**src/rtl/subreg_tim_meas.sv**
```systemverilog
// Pulse-rate meter for clock-enable streams: counts enable pulses over a
// programmable gate window and reports pulse count plus min/max pulse gap.
module subreg_tim_meas #(
  parameter int C_PERIOD_W = 31
) (
  input  logic                  CK_i,
  input  logic                  XARST_i,
  input  logic                  RST_i,
  input  logic                  EN_CK_i,
  input  logic                  START_i,
  input  logic                  CONT_i,
  input  logic [C_PERIOD_W-1:0] GATE_P_i,
  output logic                  BUSY_o,
  output logic                  DONE_o,
  output logic [C_PERIOD_W-1:0] PULSE_N_o,
  output logic [C_PERIOD_W-1:0] MIN_GAP_o,
  output logic [C_PERIOD_W-1:0] MAX_GAP_o
);

  localparam logic [C_PERIOD_W-1:0] ONE = {{(C_PERIOD_W-1){1'b0}}, 1'b1};

  typedef enum logic {
    IDLE = 1'b0,
    GATE = 1'b1
  } state_t;

  state_t state_q, state_d;

  logic [C_PERIOD_W-1:0] period_q, cyc_q, pulse_q, gap_q, min_q, max_q;
  logic                  seen_q, have_gap_q;

  logic [C_PERIOD_W-1:0] pulse_d, gap_d, min_d, max_d;
  logic                  seen_d, have_gap_d;

  logic sample, last, start, restart, gap_hit;

  assign sample  = (state_q == GATE) && EN_CK_i;
  assign last    = (state_q == GATE) && (cyc_q == period_q - ONE);
  assign start   = (state_q == IDLE) && START_i && (GATE_P_i != '0);
  assign restart = last && CONT_i && (GATE_P_i != '0);
  // A gap exists only once an earlier pulse has been seen in this window.
  assign gap_hit = sample && seen_q;

  assign BUSY_o = (state_q == GATE);

  // NOTE: every signal driven here gets a default first so no latch is inferred.
  always_comb begin
    state_d = state_q;
    unique case (state_q)
      IDLE: if (start) state_d = GATE;
      GATE: if (last)  state_d = restart ? GATE : IDLE;
      default: state_d = IDLE;
    endcase
  end

  always_ff @(posedge CK_i or negedge XARST_i) begin
    if (!XARST_i)   state_q <= IDLE;
    else if (RST_i) state_q <= IDLE;
    else            state_q <= state_d;
  end

  // gap_q holds the distance from the last pulse to the current gate cycle.
  always_comb begin
    pulse_d    = sample ? pulse_q + ONE : pulse_q;
    seen_d     = seen_q | sample;
    have_gap_d = have_gap_q | gap_hit;
    min_d      = min_q;
    max_d      = max_q;
    gap_d      = gap_q;
    if (sample)      gap_d = ONE;
    else if (seen_q) gap_d = gap_q + ONE;
    if (gap_hit) begin
      if (!have_gap_q || gap_q < min_q) min_d = gap_q;
      if (!have_gap_q || gap_q > max_q) max_d = gap_q;
    end
  end

  // NOTE: sequential state uses non-blocking assignments so every register
  // sees the pre-edge values of the others.
  always_ff @(posedge CK_i or negedge XARST_i) begin
    if (!XARST_i) begin
      period_q   <= '0;
      cyc_q      <= '0;
      pulse_q    <= '0;
      gap_q      <= '0;
      min_q      <= '0;
      max_q      <= '0;
      seen_q     <= 1'b0;
      have_gap_q <= 1'b0;
      DONE_o     <= 1'b0;
      PULSE_N_o  <= '0;
      MIN_GAP_o  <= '0;
      MAX_GAP_o  <= '0;
    end else if (RST_i) begin
      period_q   <= '0;
      cyc_q      <= '0;
      pulse_q    <= '0;
      gap_q      <= '0;
      min_q      <= '0;
      max_q      <= '0;
      seen_q     <= 1'b0;
      have_gap_q <= 1'b0;
      DONE_o     <= 1'b0;
      PULSE_N_o  <= '0;
      MIN_GAP_o  <= '0;
      MAX_GAP_o  <= '0;
    end else begin
      DONE_o <= 1'b0;
      if (start || last) begin
        // Publish the finished window (including its final sample) and
        // clear every accumulator so nothing leaks into the next window.
        if (last) begin
          DONE_o    <= 1'b1;
          PULSE_N_o <= pulse_d;
          MIN_GAP_o <= have_gap_d ? min_d : '0;
          MAX_GAP_o <= have_gap_d ? max_d : '0;
        end
        if (start || restart) period_q <= GATE_P_i;
        cyc_q      <= '0;
        pulse_q    <= '0;
        gap_q      <= '0;
        min_q      <= '0;
        max_q      <= '0;
        seen_q     <= 1'b0;
        have_gap_q <= 1'b0;
      end else if (state_q == GATE) begin
        cyc_q      <= cyc_q + ONE;
        pulse_q    <= pulse_d;
        gap_q      <= gap_d;
        min_q      <= min_d;
        max_q      <= max_d;
        seen_q     <= seen_d;
        have_gap_q <= have_gap_d;
      end
    end
  end

endmodule
```
**config.mk**
```make
export PLATFORM = sky130hd
export DESIGN_NAME = subreg_tim_meas
export DESIGN_NICKNAME = d
export VERILOG_FILES = /design/src/rtl/subreg_tim_meas.sv
export SDC_FILE = /design/constraint.sdc
export NUM_CORES = 1
export LEC_CHECK = 0
export CORE_MARGIN = 3
export CORE_UTILIZATION = 41
export DETAILED_ROUTE_END_ITERATION = 12
export GPL_ROUTABILITY_DRIVEN = 0
export PLACE_DENSITY = 0.59
export SLEW_MARGIN = 20
export SYNTH_ARGS = -nofsm -noshare
export SYNTH_HDL_FRONTEND = slang
export SYNTH_SLANG_ARGS = --single-unit
```
**constraint.sdc**
```tcl
create_clock -name CK_i -period 7.6 [get_ports CK_i]
set_input_delay 1.52 -clock CK_i [delete_from_list [all_inputs] [get_ports CK_i]]
set_output_delay 1.52 -clock CK_i [all_outputs]
set_load 0.005 [all_outputs]
```
==> results.cfg, run 1 <==
[status]
outcome = completed

[power]
p_leak_nw = 7.66
p_total_w = 0.00355
ir_worst_vdd_uv = 112
p_per_area_mw_per_mm2 = 182

[synth]
syn_area_sq_mm = 0.0165
seq_area_frac_synth_pct = 42.9
yosysMostFrequentCell = dfrtp_1
yosysUniqueCellTypes = 66
synth_seq_cells = 283
syn_nets = 1840
syn_inst = 1738
synth_common_cells = 283 x dfrtp_1, 154 x nor2_1, 117 x nand2_1
netlist.area_leader.share_pct = 42.9
avgSynthCellArea_sq_um = 9.51
synth_top_flop_cell = dfrtp_1
yosys_warnings = 0
async_reset_ff_share_pct = 100
synthTopCellsByArea = dfrtp_1 43%, mux2i_1 5.5%, ha_1 4.9%
yosysTopAreaCell = dfrtp_1
synth_edf_count = 0

[clock_network]
root_buffer = clkbuf_16
cts_buffers = 35
cts_setup_buffers = 0
cts.sinks = 283
cts_resized = 0
ctsLongestPathBuffers = 3
cts_max_level = 2
cts_tree = yes
hold_buffers = 0
clk_pin_slew_ns = 0.06
insertion_delay_ns = 0.53

[floorplanning]
initial_utilization_pct = 42.2
dieArea_sq_mm = 0.0427
core_area_sq_mm = 0.0392
io_pins = 132
die_w_um = 207
rows = 72
die-height_um = 207

[sta]
post-route-period-util_pct = 64.8
final.setup.tns_ns = 0
period_needed_ns = 4.92
fmax_mhz = 203
hold_violations = 0
rsz0062_at_grt = no
slew_violations = 0
worst_slew_pin_slew_ns = 1.09
whs_ns = 0.507
setup_violations = 0
relSlewSlack_pct = 27.4
fin_worst_skew_ns = 0.0161

[grt]
grt_pass1_wl_um = 75300
grt_max_degree = 156
antenna_found_initial = 0
grtUsageTotal_pct = 21.8
grt_pass1_vias = 13800
grt.overflow.total = 0

[worst_setup_path]
worst-endpoint-arrival_ns = 5.29
path_class = register to register
rr_endpoint = min_q[19]$_DFFE_PN0P_
worst-r2r-setup-slack_ns = 2.68
critPathLaunchType = register
required_ns = 7.97
startpoint = period_q[8]$_DFFE_PN0P_
rr_worst_depth = 10
path_max_fanout = 31
cp-end-kind = register
regToRegStartpoint = period_q[8]$_DFFE_PN0P_

[place]
placed_cells = 2294
place_hpwl_um = 30100
io_buffers = 131

[route]
drt_iter0_markers = 740
vias = 13600
wl_per_cell_um = 19.6
antenna_left = 0
first_pass_iters = 5
drc = 0
drt-total-wl_um = 46200
via_per_inst = 5.76

[final_layout]
fill_cells = 3699
seqCellArea_sq_mm = 0.00708
final_layout_size_suffix_gt1_share_pct = 7.83
fin_nets = 1916
multiInputGateArea_sq_mm = 0.00877
antenna_cells = 0
area_growth_syn_to_layout_pct = 17.7
finalNonFillerCells = 2357

[worst_hold_path]
hold_path_depth = 2
min_to = MIN_GAP_o[27]$_DFFE_PN0P_
min-delay-start = MIN_GAP_o[27]$_DFFE_PN0P_
min_path_type = register to register

[run]
cap_violations = 0
layout by cell type (no fill, tap or decap), types with 8 or more instances in the layout:
cell and instances:
dfrtp_1 282, nor2_1 153, clkdlybuf4s50_1 129, nand2_1 117, nand3_1 111, mux2i_1 90, inv_1 71, ha_1 65
o31ai_1 64, o2bb2ai_1 62, nand4_1 53, xnor2_1 46, a21oi_1 43, xor2_1 42, and2_1 40, o21ai_0 40
clkbuf_16 37, nor2b_1 36, mux2_2 28, nor4_1 25, nor3_1 24, and3_1 22, or3_1 16, buf_4 16
a21o_1 15, o211ai_1 15, o21a_1 13, and4_1 13, or2_2 10, clkinv_2 10, or4_1 9, nand2b_1 9
nand4b_1 8, a211oi_1 8, a31oi_1 8, o2111ai_1 8
power breakdown:
part	leakage (nW)	internal, W	switching, W	total, W
Sequential	3.92	0.00152	0.0000335	0.00156
Combinational	3.16	0.0000973	0.000179	0.000276
Clock	0.585	0.00104	0.000672	0.00171
Total	7.66	0.00266	0.000884	0.00355
worst max-delay path: stages, from the launching register on:
cell       delay, ns
dfrtp_1         0.46
nor4_2          0.61
nand4_1         0.55
or2_2           0.47
or4b_2          0.63
a22oi_1         0.29
and4b_2         0.66
buf_4           0.49
nor4_2          0.09
buf_4           0.31
o2bb2ai_1       0.18
state kept, by name, indices dropped and copies added, names as in the netlist:
register    flops
DONE_o          1
cyc_q          31
seen_q          1
PULSE_N_o      31
MAX_GAP_o      31
max_q          31
period_q       31
have_gap_q      1
BUSY_o          1
gap_q          31
pulse_q        31
MIN_GAP_o      31
min_q          31
area by class of cell:
type,instances,share of cell area [%]
Multi-Input combinational cell,1272,45.1
Sequential cell,283,36.4
Timing Repair Buffer,150,7.71
Clock buffer,46,5.19
Tap cell,518,3.33
Inverter,72,1.40
Clock inverter,16,0.875
through the flow:
stage | worst slack, ns | instance area, sq um | utilization [%]
after floorplan | 4.09 | 16500 | -
after global placement | 2.18 | 18200 | 46.5
after detailed placement | 2.24 | 18200 | 46.5
after CTS | 2.67 | 19400 | 49.5
after global routing | 2.48 | 19500 | 49.6
final | 2.68 | 19500 | 49.6
kinds of logic (layout without fill, tap and decap cells):
family / count (synthesis) / in the layout / synth area share [%]
AO/OA/AOI/OAI: 318 / 318 / 14.0
XOR/XNOR: 88 / 88 / 4.66
adder cells (fa/ha/maj): 65 / 65 / 4.92
buffers and inverters: 183 / 284 / 4.57
flip-flops: 283 / 283 / 42.9
multiplexers: 118 / 118 / 7.36
AND/OR/NAND/NOR: 683 / 683 / 21.6
routing by layer:
metal / up-vias / global-route usage [%] / wire (um)
met1: 6718 / 30.1 / 21000
met3: 83 / 2.90 / 2110
met2: 295 / 36.2 / 21900
met4: 0 / 6.14 / 1130
met5: - / 0 / 0
li1: 6479 / - / -
how the worst max path moves through the flow:
stage | to | cells past startpoint
2_1_floorplan | PULSE_N_o[21]$_DFFE_PN0P_ | 9
6_report | min_q[19]$_DFFE_PN0P_ | 10
4_1_cts | min_q[30]$_DFFE_PN0P_ | 10
5_1_grt | min_q[30]$_DFFE_PN0P_ | 10
3_5_place_dp | gap_q[0]$_DFFE_PN0P_ | 6
3_3_place_gp | gap_q[0]$_DFFE_PN0P_ | 6
(Power assumes the default switching activity.)
==> inputs of run 2 (changes only) <==
--- a/config.mk
+++ b/config.mk
@@ -9,7 +9,7 @@
 export CORE_UTILIZATION = 41
 export DETAILED_ROUTE_END_ITERATION = 12
 export GPL_ROUTABILITY_DRIVEN = 0
-export PLACE_DENSITY = 0.59
+export PLACE_DENSITY = 0.61
 export SLEW_MARGIN = 20
 export SYNTH_ARGS = -nofsm -noshare
 export SYNTH_HDL_FRONTEND = slang
==> constraint.sdc (replaced) <==
create_clock -name CK_i -period 4.3 [get_ports CK_i]
set_input_delay 0.86 -clock CK_i [delete_from_list [all_inputs] [get_ports CK_i]]
set_output_delay 0.86 -clock CK_i [all_outputs]
set_load 0.005 [all_outputs]
==> run 2 against run 1 <==
Compared with the run above:
- clock skew up 0.0023 ns
- fmax rose by 26%
- cell count rose by 0.98%
- sequential power is 76% higher
- sequential share of layout area decreased by 0.12 points
- worst hold slack got worse by 0.24 ns
- critical endpoint is now pulse_q[18]$_DFFE_PN0P_
- largest power group is now registers
- highest routed layer unchanged
==> results.cfg, run 2 (synthesis gave the netlist of run 1 again) <==
[worst_setup_path]
critPathLaunchType = register
path_cells = nor3_1 -> nand4b_1 -> or3_1 -> a21o_1 -> a31oi_1 -> nand4b_1 -> buf_12 -> nand3_1 -> o211ai_1
cp-end-kind = register
slowest_stage = nor3_1
worst-endpoint-arrival_ns = 4.38
critPathTopFamily = simple AND/OR/NAND/NOR gates
required_ns = 4.78
path_class = register to register
cp_common_cell = nand4b_1
critical_path.max_stage_delay_ns = 0.65
path_buf_inv = 1
path_max_fanout = 80

[floorplanning]
io_pins = 132
core_area_sq_mm = 0.0392
die-height_um = 207
initial_utilization_pct = 42.2
die_w_um = 207
dieArea_sq_mm = 0.0427
rows = 72

[sta]
worst_slew_pin_slew_ns = 0.740
setup_violations = 0
fmax_mhz = 257
relSlewSlack_pct = 50.3
fin_worst_skew_ns = 0.0185
post-route-period-util_pct = 90.6
period_needed_ns = 3.89
final.setup.tns_ns = 0
slew_violations = 0
hold_violations = 0
rsz0062_at_grt = no

[clock_network]
cts_tree = yes
hold_buffers = 0
root_buffer = clkbuf_16
ctsLongestPathBuffers = 3
cts_max_level = 1
cts_setup_buffers = 0
cts_resized = 0
clk_pin_slew_ns = 0.06
insertion_delay_ns = 0.58
cts.sinks = 283
cts_buffers = 31

[route]
drt_iter0_markers = 1022
wl_per_cell_um = 19.3
via_per_inst = 5.73
drc = 0
vias = 13600
first_pass_iters = 5
antenna_left = 0
drt-total-wl_um = 45800

[final_layout]
final_layout_size_suffix_gt1_share_pct = 8.70
antenna_cells = 0
final_cell_mix = 282 x dfrtp_1, 153 x nor2_1, 129 x clkdlybuf4s50_1, 117 x nand2_1, 113 x nand3_1
final_common_cell = dfrtp_1
fin_nets = 1940
area_growth_syn_to_layout_pct = 18.1

[grt]
grtUsageTotal_pct = 21.4
grt.overflow.total = 0
grt_pass1_wl_um = 74800
antenna_found_initial = 0
grt_max_degree = 86
grt_pass1_vias = 13600

[worst_hold_path]
min_path_type = input pin to async pin

[power]
p_leak_nw = 7.74
p_per_area_mw_per_mm2 = 305
ir_worst_vdd_uv = 319
p_total_w = 0.00594

[place]
io_buffers = 131
place_hpwl_um = 31100

[run]
cap_violations = 0

[status]
outcome = completed
==> run 2: worst register-to-register path, cell delays in order, from the launching register on <==
cell and delay (ns):
dfrtp_1 0.46, nor3_1 0.65, nand4b_1 0.38, or3_1 0.40
a21o_1 0.18, a31oi_1 0.27, nand4b_1 0.21, buf_12 0.33
nand3_1 0.58, o211ai_1 0.35
==> run 2: per-stage QoR <==
stage	hold WS [ns]	worst slack (ns)	instances	area, sq um	utilization [%]
CTS	0.293	0.450	2380	19500	49.8
global placement	0.492	0.540	2323	18500	47.2
detailed placement	0.497	0.455	2323	18500	47.2
global route	0.307	0.155	2380	19500	49.8
floorplan	0.475	1.01	1738	16500	-
finish	0.271	0.406	2380	19500	49.8
==> run 2: layout make-up <==
cell class                 count  area [sq um]
tap                          518           648
fill                        3676         19700
timing repair buffer         178          1740
sequential                   283          7080
clock inverter                 7          60.1
inverter                      72           272
clock buffer                  50           967
multi-input combinational   1272          8750
==> run 2: per-layer routing <==
| layer | vias up | share of wire (%) | GRT usage, % |
|---|---|---|---|
| met3 | 64 | 4.2 | 2.63 |
| met2 | 303 | 48 | 36.4 |
| met4 | 0 | 2.2 | 4.79 |
| met1 | 6761 | 45 | 29.6 |
| met5 | - | 0 | 0 |
| li1 | 6510 | - | - |
==> run 2: path summary, 6_finish.rpt <==
kind | start | slack, ns | endpoint | cells past startpoint
setup / recovery | period_q[16]$_DFFE_PN0P_ | 0.41 | pulse_q[18]$_DFFE_PN0P_ | 9
hold / removal | XARST_i | 0.27 | PULSE_N_o[19]$_DFFE_PN0P_ | 1
setup reg to reg | period_q[16]$_DFFE_PN0P_ | 0.41 | pulse_q[18]$_DFFE_PN0P_ | 9
hold reg to reg | MIN_GAP_o[27]$_DFFE_PN0P_ | 0.51 | MIN_GAP_o[27]$_DFFE_PN0P_ | 2
max in group asynchronous | XARST_i | 2.98 | cyc_q[21]$_DFFE_PN0P_ | 2
min in group CK_i | MIN_GAP_o[27]$_DFFE_PN0P_ | 0.51 | MIN_GAP_o[27]$_DFFE_PN0P_ | 2
==> run 2: report_power, final <==
part	internal (W)	leakage, nW	switching (W)
Clock	0.00158	0.514	0.00111
Sequential	0.00269	3.92	0.0000526
Combinational	0.000187	3.31	0.000325
==> inputs of run 3 (changes only) <==
--- a/config.mk
+++ b/config.mk
@@ -7,9 +7,9 @@
 export LEC_CHECK = 0
 export CORE_MARGIN = 3
 export CORE_UTILIZATION = 41
+export CTS_CLUSTER_SIZE = 30
 export DETAILED_ROUTE_END_ITERATION = 12
 export GPL_ROUTABILITY_DRIVEN = 0
-export PLACE_DENSITY = 0.61
 export SLEW_MARGIN = 20
 export SYNTH_ARGS = -nofsm -noshare
 export SYNTH_HDL_FRONTEND = slang
==> run 3 against run 2 <==
Compared with the run above:
- flip-flop and latch count unchanged
- largest power group is now the clock network
- sequential share of layout area down 0.16 points
- first-iteration DRC count down 20%
- non-clock buffer count down 2
- clock skew up 0.0016 ns
- core utilization up 0.22 points
- cell area up 0.44%
- total power up 3.8%
==> results.cfg, run 3 (synthesis gave the netlist of run 1 again) <==
[final_layout]
final_common_cell = dfrtp_1
final_cell_mix = 282 x dfrtp_1, 153 x nor2_1, 129 x clkdlybuf4s50_1, 117 x nand2_1, 113 x nand3_1
fill_cells = 3627
area_growth_syn_to_layout_pct = 18.6
final_layout_size_suffix_gt1_share_pct = 8.58
finalCoreUtilization_pct = 50.0
fin_nets = 1941
antenna_cells = 0

[worst_setup_path]
regToRegStartpoint = period_q[12]$_DFFE_PN0P_
path_cells = nor4_2 -> nand4b_1 -> or3_1 -> a21o_1 -> a31oi_1 -> nand4b_1 -> buf_12 -> nand3_1 -> o211ai_1
worst-endpoint-arrival_ns = 4.36
critPathTopFamily = simple AND/OR/NAND/NOR gates
path_max_fanout = 60
cp-end-kind = register
path_buf_inv = 1
rr_endpoint = pulse_q[23]$_DFFE_PN0P_
rr_worst_depth = 9
path_class = register to register
slowest_stage = nor4_2
worst-r2r-setup-slack_ns = 0.36
critical_path.max_stage_delay_ns = 0.62
critPathLaunchType = register
required_ns = 4.72
cp_common_cell = nand4b_1

[grt]
met1_usage_pct = 30.2
grtUsageTotal_pct = 22.1
use_met2_pct = 36.7
use_met3_pct = 3.76
grt_busiest_layer = met2
grt_pass1_vias = 14000
grt.overflow.total = 0
antenna_found_initial = 0
grt_max_degree = 89
grt_pass1_wl_um = 76200

[clock_network]
cts_max_level = 2
insertion_delay_ns = 0.54
cts_tree = yes
cts.sinks = 283
clk_pin_slew_ns = 0.06
ctsLongestPathBuffers = 3
hold_buffers = 0
cts_resized = 0
cts_setup_buffers = 0
cts_buffers = 34
root_buffer = clkbuf_16

[power]
p_per_area_mw_per_mm2 = 315
p_leak_nw = 7.77
ir_worst_vdd_uv = 244

[worst_hold_path]
min_path_type = input pin to async pin

[route]
drt_iter0_markers = 816
first_pass_iters = 5
drt-total-wl_um = 47000
vias = 13800
drc = 0
antenna_left = 0
wl_per_cell_um = 19.8
via_per_inst = 5.81

[sta]
period_needed_ns = 3.94
setup_ws_ns = 0.363
post-route-period-util_pct = 91.6
fmax_mhz = 254
final.setup.tns_ns = 0
rsz0062_at_grt = no
relSlewSlack_pct = 46.4
worst_slew_pin_slew_ns = 0.798
hold_violations = 0
setup_violations = 0
slew_violations = 0
fin_worst_skew_ns = 0.0201

[floorplanning]
rows = 72
initial_utilization_pct = 42.2
io_pins = 132
core_area_sq_mm = 0.0392
dieArea_sq_mm = 0.0427
die_w_um = 207
die-height_um = 207

[place]
place_worst_setup_slack_ns = 0.433
place_hpwl_um = 31500
io_buffers = 131

[run]
cap_violations = 0

[status]
outcome = completed
## run 3: changes by cell type in the layout (fill, tap and decap cells not counted), sizes merged
cell / delta
clkbuf: +6
clkinv: -2
buf: -2
## run 3: routing by layer
layer  up-vias  wire, um  share of wire (%)
met5         -         0                  0
met4         0       904                1.9
met3        66      2290                4.9
met2       360     22400                 48
met1      6887     21400                 46
li1       6522         -                  -
## run 3: report_power, final
group	switching [W]	total [W]	leakage (nW)	internal, W
Sequential	0.0000522	0.00275	3.92	0.00269
Clock	0.00114	0.00291	0.556	0.00177
Combinational	0.000328	0.000513	3.30	0.000186
Total	0.00152	0.00617	7.77	0.00465
## run 3: layout make-up
class	count	area [sq um]	share of cell area, %
clock buffers	56	1080	5.50
clock inverters	5	50.0	0.255
inverters	72	272	1.39
multi-input cells	1272	8750	44.6
flip-flops and latches	283	7080	36.1
well taps	518	648	3.31
repair buffers	176	1720	8.80
## run 3: worst max-delay path by stage
stage,from,endpoint,slack [ns],depth (start not counted)
3_3_place_gp,period_q[0]$_DFFE_PN0P_,pulse_q[25]$_DFFE_PN0P_,0.49,12
2_1_floorplan,period_q[8]$_DFFE_PN0P_,PULSE_N_o[21]$_DFFE_PN0P_,1.01,10
5_1_grt,period_q[12]$_DFFE_PN0P_,pulse_q[23]$_DFFE_PN0P_,0.11,9
4_1_cts,period_q[0]$_DFFE_PN0P_,pulse_q[23]$_DFFE_PN0P_,0.39,12
6_report,period_q[12]$_DFFE_PN0P_,pulse_q[23]$_DFFE_PN0P_,0.36,9
3_5_place_dp,period_q[0]$_DFFE_PN0P_,pulse_q[22]$_DFFE_PN0P_,0.43,12
## run 3: metrics by stage
stage	cell area (sq um)	total power, W	hold slack [ns]	std cells
after floorplan	16500	0.00308	0.475	1738
after global placement	18500	0.00330	0.495	2321
after detailed placement	18500	0.00330	0.499	2321
after CTS	19600	0.00625	0.366	2382
after global routing	19600	0.00642	0.368	2382
final	19600	0.00617	0.350	2382
